[config.mk]
export PLATFORM = sky130hd
export DESIGN_NAME = pipereg_elastic
export DESIGN_NICKNAME = d
export VERILOG_FILES = /design/src/rtl/pipereg_pkg.sv /design/src/rtl/pipereg_sat_cnt.sv /design/src/rtl/pipereg_elastic.sv
export SDC_FILE = /design/constraint.sdc
export NUM_CORES = 1
export LEC_CHECK = 0
export CAP_MARGIN = 5
export CELL_PAD_IN_SITES_DETAIL_PLACEMENT = 1
export CELL_PAD_IN_SITES_GLOBAL_PLACEMENT = 2
export CORE_ASPECT_RATIO = 0.8
export CORE_MARGIN = 3
export CORE_UTILIZATION = 35
export DETAILED_ROUTE_END_ITERATION = 8
export PLACE_DENSITY_LB_ADDON = 0.1
export SLEW_MARGIN = 30
export SYNTH_ARGS = -nofsm -noshare
export SYNTH_HDL_FRONTEND = slang
export SYNTH_SLANG_ARGS = --single-unit
[constraint.sdc]
create_clock -name clk -period 13.15 [get_ports clk]
set_clock_uncertainty 0.15 [all_clocks]
set_input_delay 1.315 -clock clk [delete_from_list [all_inputs] [get_ports clk]]
set_output_delay 1.315 -clock clk [all_outputs]
set_load 0.01 [all_outputs]
[src/rtl/pipereg_pkg.sv]
// pipereg_pkg -- shared definitions for the elastic pipeline register.
//   * pipe_state_e : occupancy of the two-entry skid buffer
//   * CTRL_W_DEF / DATA_W_DEF : default widths of the control and data bundles
//   * control / data field bit positions inside the bundles
//   * held_count() : number of entries held in a given state
package pipereg_pkg;

   localparam int CTRL_W_DEF = 11;
   localparam int DATA_W_DEF = 100;

   // Control bundle: {pcload, regw, memw, regmem, branch, ALUope, flag, ALUctrl[3:0]}
   localparam int CTRL_PCLOAD_BIT  = 10;
   localparam int CTRL_REGW_BIT    = 9;
   localparam int CTRL_MEMW_BIT    = 8;
   localparam int CTRL_REGMEM_BIT  = 7;
   localparam int CTRL_BRANCH_BIT  = 6;
   localparam int CTRL_ALUOPE_BIT  = 5;
   localparam int CTRL_FLAG_BIT    = 4;
   localparam int CTRL_ALUCTRL_MSB = 3;
   localparam int CTRL_ALUCTRL_LSB = 0;

   // Data bundle: {regScr[3:0], regA[31:0], regB[31:0], inm[31:0]}
   localparam int DATA_REGSCR_LSB = 96;
   localparam int DATA_REGA_LSB   = 64;
   localparam int DATA_REGB_LSB   = 32;
   localparam int DATA_INM_LSB    = 0;

   typedef enum logic [1:0] {
      ST_EMPTY = 2'd0,
      ST_ONE   = 2'd1,
      ST_TWO   = 2'd2
   } pipe_state_e;

   function automatic logic [1:0] held_count(input pipe_state_e st);
      logic [1:0] n;
      case (st)
         ST_EMPTY: n = 2'd0;
         ST_ONE:   n = 2'd1;
         ST_TWO:   n = 2'd2;
         default:  n = 2'd0;
      endcase
      return n;
   endfunction

endpackage

[src/rtl/pipereg_sat_cnt.sv]
// pipereg_sat_cnt -- up-counter that adds a small increment each cycle and
// sticks at all-ones instead of wrapping.
//   clk : clock (rising edge)
//   rst : asynchronous active-high reset, clears the count
//   inc : amount added on this edge (0 keeps the count)
//   cnt : current count
module pipereg_sat_cnt #(
   parameter int WIDTH = 16,
   parameter int INC_W = 2
) (
   input  logic             clk,
   input  logic             rst,
   input  logic [INC_W-1:0] inc,
   output logic [WIDTH-1:0] cnt
);

   logic [WIDTH-1:0] cnt_q;
   logic [WIDTH-1:0] cnt_d;
   logic [WIDTH:0]   sum_s;

   // Next count: one extra bit catches the carry that signals saturation.
   always_comb begin
      sum_s = {1'b0, cnt_q} + {{(WIDTH + 1 - INC_W){1'b0}}, inc};
      if (sum_s[WIDTH]) begin
         cnt_d = {WIDTH{1'b1}};
      end else begin
         cnt_d = sum_s[WIDTH-1:0];
      end
   end

   // Count register.
   always_ff @(posedge clk or posedge rst) begin
      if (rst) begin
         cnt_q <= {WIDTH{1'b0}};
      end else begin
         cnt_q <= cnt_d;
      end
   end

   assign cnt = cnt_q;

endmodule

[src/rtl/pipereg_elastic.sv]
// pipereg_elastic -- elastic valid/ready pipeline register built as a
// two-entry skid buffer (main + skid). Output always comes from main; the
// skid catches the entry accepted while downstream stalls, which lets
// in_ready be a flop without losing throughput.
//   clk, rst            : clock, asynchronous active-high reset
//   flush               : synchronous kill of everything held (wins over transfers)
//   in_valid/in_ready   : upstream handshake (in_ready registered)
//   in_ctrl/in_data     : upstream control / data bundles
//   out_valid/out_ready : downstream handshake
//   out_ctrl/out_data   : presented bundles; out_ctrl is zero on bubbles,
//                         out_data keeps its last value
// Optional feature macro PIPEREG_STATS_EN adds kill_cnt / stall_cnt (16-bit,
// saturating): entries discarded by flush, and cycles stalled downstream.
module pipereg_elastic
   import pipereg_pkg::*;
#(
   parameter int CTRL_W = CTRL_W_DEF,
   parameter int DATA_W = DATA_W_DEF
) (
   input  logic              clk,
   input  logic              rst,
   input  logic              flush,
   input  logic              in_valid,
   output logic              in_ready,
   input  logic [CTRL_W-1:0] in_ctrl,
   input  logic [DATA_W-1:0] in_data,
   output logic              out_valid,
   input  logic              out_ready,
   output logic [CTRL_W-1:0] out_ctrl,
   output logic [DATA_W-1:0] out_data
`ifdef PIPEREG_STATS_EN
   ,
   output logic [15:0]       kill_cnt,
   output logic [15:0]       stall_cnt
`endif
);

   pipe_state_e       state_q, state_d;
   logic [CTRL_W-1:0] main_ctrl_q, main_ctrl_d;
   logic [DATA_W-1:0] main_data_q, main_data_d;
   logic [CTRL_W-1:0] skid_ctrl_q, skid_ctrl_d;
   logic [DATA_W-1:0] skid_data_q, skid_data_d;
   logic              in_ready_q, in_ready_d;
   logic              out_valid_q, out_valid_d;
   logic              in_fire_s;
   logic              out_fire_s;

   assign in_fire_s  = in_valid & in_ready_q;
   assign out_fire_s = out_valid_q & out_ready;

   // Next-state and storage update; main's control is cleared whenever the
   // buffer empties so the presented control is a bubble.
   always_comb begin
      state_d     = state_q;
      main_ctrl_d = main_ctrl_q;
      main_data_d = main_data_q;
      skid_ctrl_d = skid_ctrl_q;
      skid_data_d = skid_data_q;
      if (flush) begin
         state_d     = ST_EMPTY;
         main_ctrl_d = {CTRL_W{1'b0}};
      end else begin
         case (state_q)
            ST_EMPTY: begin
               if (in_fire_s) begin
                  state_d     = ST_ONE;
                  main_ctrl_d = in_ctrl;
                  main_data_d = in_data;
               end else begin
                  state_d = ST_EMPTY;
               end
            end
            ST_ONE: begin
               if (in_fire_s && out_fire_s) begin
                  state_d     = ST_ONE;
                  main_ctrl_d = in_ctrl;
                  main_data_d = in_data;
               end else if (in_fire_s) begin
                  state_d     = ST_TWO;
                  skid_ctrl_d = in_ctrl;
                  skid_data_d = in_data;
               end else if (out_fire_s) begin
                  state_d     = ST_EMPTY;
                  main_ctrl_d = {CTRL_W{1'b0}};
               end else begin
                  state_d = ST_ONE;
               end
            end
            ST_TWO: begin
               // in_ready is low here, so only the output side can move.
               if (out_fire_s) begin
                  state_d     = ST_ONE;
                  main_ctrl_d = skid_ctrl_q;
                  main_data_d = skid_data_q;
               end else begin
                  state_d = ST_TWO;
               end
            end
            default: begin
               state_d     = ST_EMPTY;
               main_ctrl_d = {CTRL_W{1'b0}};
            end
         endcase
      end
      // Handshake flops follow the state they will describe next cycle.
      in_ready_d  = (state_d != ST_TWO);
      out_valid_d = (state_d != ST_EMPTY);
   end

   // State, storage and handshake registers.
   always_ff @(posedge clk or posedge rst) begin
      if (rst) begin
         state_q     <= ST_EMPTY;
         main_ctrl_q <= {CTRL_W{1'b0}};
         main_data_q <= {DATA_W{1'b0}};
         skid_ctrl_q <= {CTRL_W{1'b0}};
         skid_data_q <= {DATA_W{1'b0}};
         in_ready_q  <= 1'b1;
         out_valid_q <= 1'b0;
      end else begin
         state_q     <= state_d;
         main_ctrl_q <= main_ctrl_d;
         main_data_q <= main_data_d;
         skid_ctrl_q <= skid_ctrl_d;
         skid_data_q <= skid_data_d;
         in_ready_q  <= in_ready_d;
         out_valid_q <= out_valid_d;
      end
   end

   assign in_ready  = in_ready_q;
   assign out_valid = out_valid_q;
   assign out_ctrl  = main_ctrl_q;
   assign out_data  = main_data_q;

`ifdef PIPEREG_STATS_EN
   logic [1:0] kill_inc_s;
   logic [1:0] stall_inc_s;

   // Counter increments: entries discarded by a flush, and stalled cycles.
   always_comb begin
      if (flush) begin
         kill_inc_s = held_count(state_q);
      end else begin
         kill_inc_s = 2'd0;
      end
      if (out_valid_q && !out_ready) begin
         stall_inc_s = 2'd1;
      end else begin
         stall_inc_s = 2'd0;
      end
   end

   pipereg_sat_cnt #(.WIDTH(16), .INC_W(2)) u_kill_cnt (
      .clk (clk),
      .rst (rst),
      .inc (kill_inc_s),
      .cnt (kill_cnt)
   );

   pipereg_sat_cnt #(.WIDTH(16), .INC_W(2)) u_stall_cnt (
      .clk (clk),
      .rst (rst),
      .inc (stall_inc_s),
      .cnt (stall_cnt)
   );
`endif

endmodule

# [Word level (Yosys, flattened, before mapping)]
# Index checks and enable logic that the tools add are counted.
[word_totals] in_bits=116 register_bits=226 elab_cells=46 output_inout_bits=113
[op_classes] n_reduce_logical=7 n_bitwise=4 n_mux=18 n_eq_ne=10
[op_table] cell="$mux 100" count=3
[op_table] cell="$pmux 100 s3" count=1
[op_table] cell="$mux 11" count=6
[op_table] cell="$pmux 11 s3" count=1
[op_table] cell="$mux 2" count=4
[op_table] cell="$ne 2x2->1 const B" count=4
[op_table] cell="$ne 4x4->1 const B" count=2
[op_table] cell="$reduce_and 4->1" count=2
[op_table] cell="$ne 3x3->1 const B" count=2
[op_table] cell="$pmux 2 s3" count=1
[op_table] cell="$reduce_and 5->1" count=1
[op_table] cell="$reduce_bool 3->1" count=1
[op_table] cell="$and 1x1->1" count=2
[op_table] cell="$eq 2x1->1 const B" count=1
[op_table] cell="$eq 2x2->1 const B" count=1
[op_table] cell="$logic_not 2->1" count=1
[op_table] cell="$mux 1" count=2
[op_table] cell="$not 1->1" count=2
[op_table] cell="$reduce_bool 2->1" count=1
[op_table] cell="$logic_and 1x1->1" count=1

# [Longest topological paths before layout]
[depth] ltp_word=7 mapped_depth=8 depth_no_buf=4

# [Worst setup path after synthesis]
# No wires, ideal clock.
[synth_path] path_type="input-to-reg" start="input port out_ready" end="register main_data_q[78] (netlist: out_data[78])" slack_ns=10.297 setup_time_ns=0.125 required_time_ns=12.875 t_arrival_ns=2.579 path_buffers=2 stages=6 cell_sequence="and2_1 > clkbuf_1 > a21oi_1 > a21oi_4 > buf_6 > mux2_2"
[synth_via] elab_chain_len=4 word_cells_on_any_way=5 cone_classes="eq/ne (2); bitwise (1); reduce/logical (2)"
[synth_rtl] element="from (decl)" line="pipereg_elastic.sv:28" rtl="input logic out_ready,"
[synth_rtl] element="$and 1x1->1 (*)" line="pipereg_elastic.sv:49" rtl="assign out_fire_s = out_valid_q & out_ready;"
[synth_rtl] element="$logic_and 1x1->1" line="pipereg_elastic.sv:74" rtl="if (in_fire_s && out_fire_s) begin"
[synth_rtl] element="$ne 2x2->1 (no line)"
[synth_rtl] element="$reduce_and 5->1 (no line) (*)"
[synth_rtl] element="to (signal assigned)" line="pipereg_elastic.sv:115" rtl="main_data_q <= {DATA_W{1'b0}};"
[synth_rtl] element="to (signal assigned)" line="pipereg_elastic.sv:123" rtl="main_data_q <= main_data_d;"
[synth_rtl] element="to (decl)" line="pipereg_elastic.sv:40" rtl="logic [DATA_W-1:0] main_data_q, main_data_d;"
# Every way passes the cells marked *; elsewhere a longest branch is shown, timed or not.
# A chain may end at the register's enable or synchronous reset.

# [Final worst setup path]
[layout_path] start="input port flush" end="register skid_data_q[7]"
[layout_via] elab_chain_len=2
[layout_rtl] element="from (decl)" line="pipereg_elastic.sv:22" rtl="input logic flush,"
[layout_rtl] element="$not 1->1 (no line)"
[layout_rtl] element="$reduce_and 4->1 (no line)"
[layout_rtl] element="to (signal assigned)" line="pipereg_elastic.sv:117" rtl="skid_data_q <= {DATA_W{1'b0}};"
[layout_rtl] element="to (signal assigned)" line="pipereg_elastic.sv:125" rtl="skid_data_q <= skid_data_d;"
[layout_rtl] element="to (decl)" line="pipereg_elastic.sv:42" rtl="logic [DATA_W-1:0] skid_data_q, skid_data_d;"
# No other way between the ends.

==> results.ini <==
[critical_path]
crit_path_launch = flush
criticalPathCategory = in2reg
timing.critical_path.buf_inv = 2
slowest_delay_ns = 0.92
worst_path_max_delay_cell = clkdlybuf4s50_1
crit_path_cell_trace = clkdlybuf4s50_1 -> nor2_1 -> nand2_4 -> buf_4 -> mux2_2
end_kind = flop
crit-reg2reg-launch = state_q[0]
data_arrival_time_of_the_critical_path_ns = 4.35
timing.reg2reg.setup_slack_ns = 10.04
data_required_critical_path_ns = 13.40
critPathLaunchType = input pin
critPathTopFamily = buffers and inverters
cp_max_fo = 57

[power]
post-layout-total-power_mw = 2.45
pwr-share-clk = 0.294
reported_leakage_power_nw = 6.03
internal_power_mw = 1.80
max-vdd-ir-drop_uv = 89.7
seq_power_share = 0.435
switchingPower_uw = 658
power-per-cell-area_nw_per_um2 = 182
sw_frac_of_total = 0.268
combinationalPowerShare = 0.271

[yosys]
synth_top_flop_cell = dfrtp_1
synth.top_cells.by_area = dfrtp_1 (56%), mux2_2 (24%), nand2_1 (12%)
synth.ff_latch_count = 226
syn_avg_cell_area_sq_um = 11.3
seq_area_frac_synth = 0.563
yosys.cell_types.count = 27
yosysTopAreaCellShare = 0.560
ys.warnings.count = 0
syn_area_sq_um = 10000
synth_enable_flop_cells = 0
ys_async_sr_fraction = 1.00
netlist.top_cell.by_area = dfrtp_1
mappedNetlistNets = 1005
synth_cells = 889

[sta]
maxClockFrequency_ghz = 0.244
finalSetupViolations = 0
timing.setup.tns_ns = 0
fin_crit_sh = 0.311
finalWorstPathRequiredPeriod_ns = 4.09
timing.max_slew.rel_slack = 0.436
timing_max_transition_violations_final = 0
worst-slew-pin-transition_ns = 0.846
timing.final.hold_violations = 0
unrepaired_setup_endpoints_after_global_routing = no

[clock_network]
post_cts_buffers = 0
cts_repair_resize_count = 0
post_cts_hold_buffer_count = 0
path_clk_slew_ns = 0.06
clock-sinks = 226
cts_buffers = 26
cts_root_buf = clkbuf_16
cts_tree = yes
cts-root-to-sink-buffers = 3
clk_lat_worst_skew_ns = 0.51
ctsHtreeMaxLevel = 1

[drt]
drt_iter0_drc = 209
ant_nets = 0
firstDrtPassIters = 4
wl_per_cell_microns = 18.2
detail_route.wirelength_mm = 26.9
num_vias = 7150
avgViaCountPerCell = 4.82
detail_route.drc_violations = 0

[final_layout]
drive_gt1_frac = 0.240
final_cell_count_no_fill = 1482
final_nets = 1214
areaGrowthSynthToFinish_pct = 34.0
final_standard_cell_utilization_of_the_core = 0.485
filler_cell_count = 2966
layout_common_cells = nand2_1 (312), clkdlybuf4s50_1 (228), dfrtp_1 (225)
layout_commonest_cell = nand2_1

[global_routing]
gr-total-overflow = 0
grt_max_degree = 92
grtUsageTotal = 0.172
grt_antenna_before_repair = 2
grt_first_pass_wirelength_mm = 42.9
via_count_of_the_first_global_routing_pass = 7669

[job]
timing.max_cap.violations = 0

[worst_hold_path]
hold_path_class = reg2reg
hold_path_startpoint = out_data[81]

[floorplanning]
die_h_microns = 158
design.portCount = 229
placementRows = 54
start_util = 0.362
floorplan.die.width_microns = 195
core-area_sq_um = 27800
die_area_sq_um = 30800

[place]
gp_routability_congestion = 0.712
buffer_ports.inserted = 228
post-dp-hpwl_mm = 17.1
placed_cells = 1434

[run_status]
outcome = finished clean

[kinds of logic (layout without fill, tap and decap cells)]
family,after synthesis,count (layout),share of synthesized area
other cells,0,1,0
mux,222,222,0.247
flops,226,226,0.563
simple gates,328,328,0.126
buf+inv,69,297,0.0350
compound gates,44,44,0.0285
[state kept, by name, indices dropped and copies added (netlist names)]
signal       count
out_data       100
skid_data_q    100
out_ctrl        11
skid_ctrl_q     11
state_q          2
in_ready         1
out_valid        1
[power by group through the flow]
stage / registers (mW) / clock network (mW) / logic [mW]
floorplan: 1.10 / 0 / 0.310
global placement: 1.07 / 0 / 0.663
detailed placement: 1.08 / 0 / 0.677
CTS: 1.07 / 0.747 / 0.680
global route: 1.10 / 0.779 / 0.724
finish: 1.07 / 0.721 / 0.666
[per-stage QoR]
step	worst slack (ns)	area, sq um	hold WS (ns)
6_report	9.06	13500	0.342
5_1_grt	8.91	13500	0.361
4_1_cts	9.05	13500	0.352
3_5_place_dp	8.50	12600	0.339
3_3_place_gp	8.54	12600	0.318
2_1_floorplan	5.50	10000	0.329
[cell usage after synthesis (2+ instances only)]
cell type,number
buf_2,14
o32ai_1,11
clkbuf_1,32
mux2_2,210
o21ai_0,13
a21oi_1,15
inv_1,13
mux2i_1,11
nand2_1,313
nand2b_1,2
buf_6,10
dfrtp_1,225
nor2_1,6
[metal layers]
layer / wire [microns] / track usage / part of all wire
met5: 27 / 0 / 0.0010
met4: 463 / 0.0380 / 0.017
met3: 1890 / 0.0522 / 0.070
met2: 12600 / 0.282 / 0.47
met1: 12000 / 0.228 / 0.44
[final timing paths]
check / cells past startpoint / to
max in group asynchronous: 4 / out_data[95]
max: 5 / skid_data_q[7]
min in group asynchronous: 2 / out_data[26]
max reg2reg: 5 / skid_data_q[7]
min reg2reg: 1 / out_data[81]
min: 1 / out_data[81]
[area by class of cell]
cell class	instances	area, sq um	share of cell area
antenna	1	2.50	0.000186
clock buffer	43	816	0.0606
inverter	13	56.3	0.00418
clock inverter	4	47.5	0.00353
tap	364	455	0.0338
multi-input combinational	594	4070	0.302
timing repair buffer	237	2360	0.175
sequential	226	5660	0.420
Power figures use the tool's default switching activity.
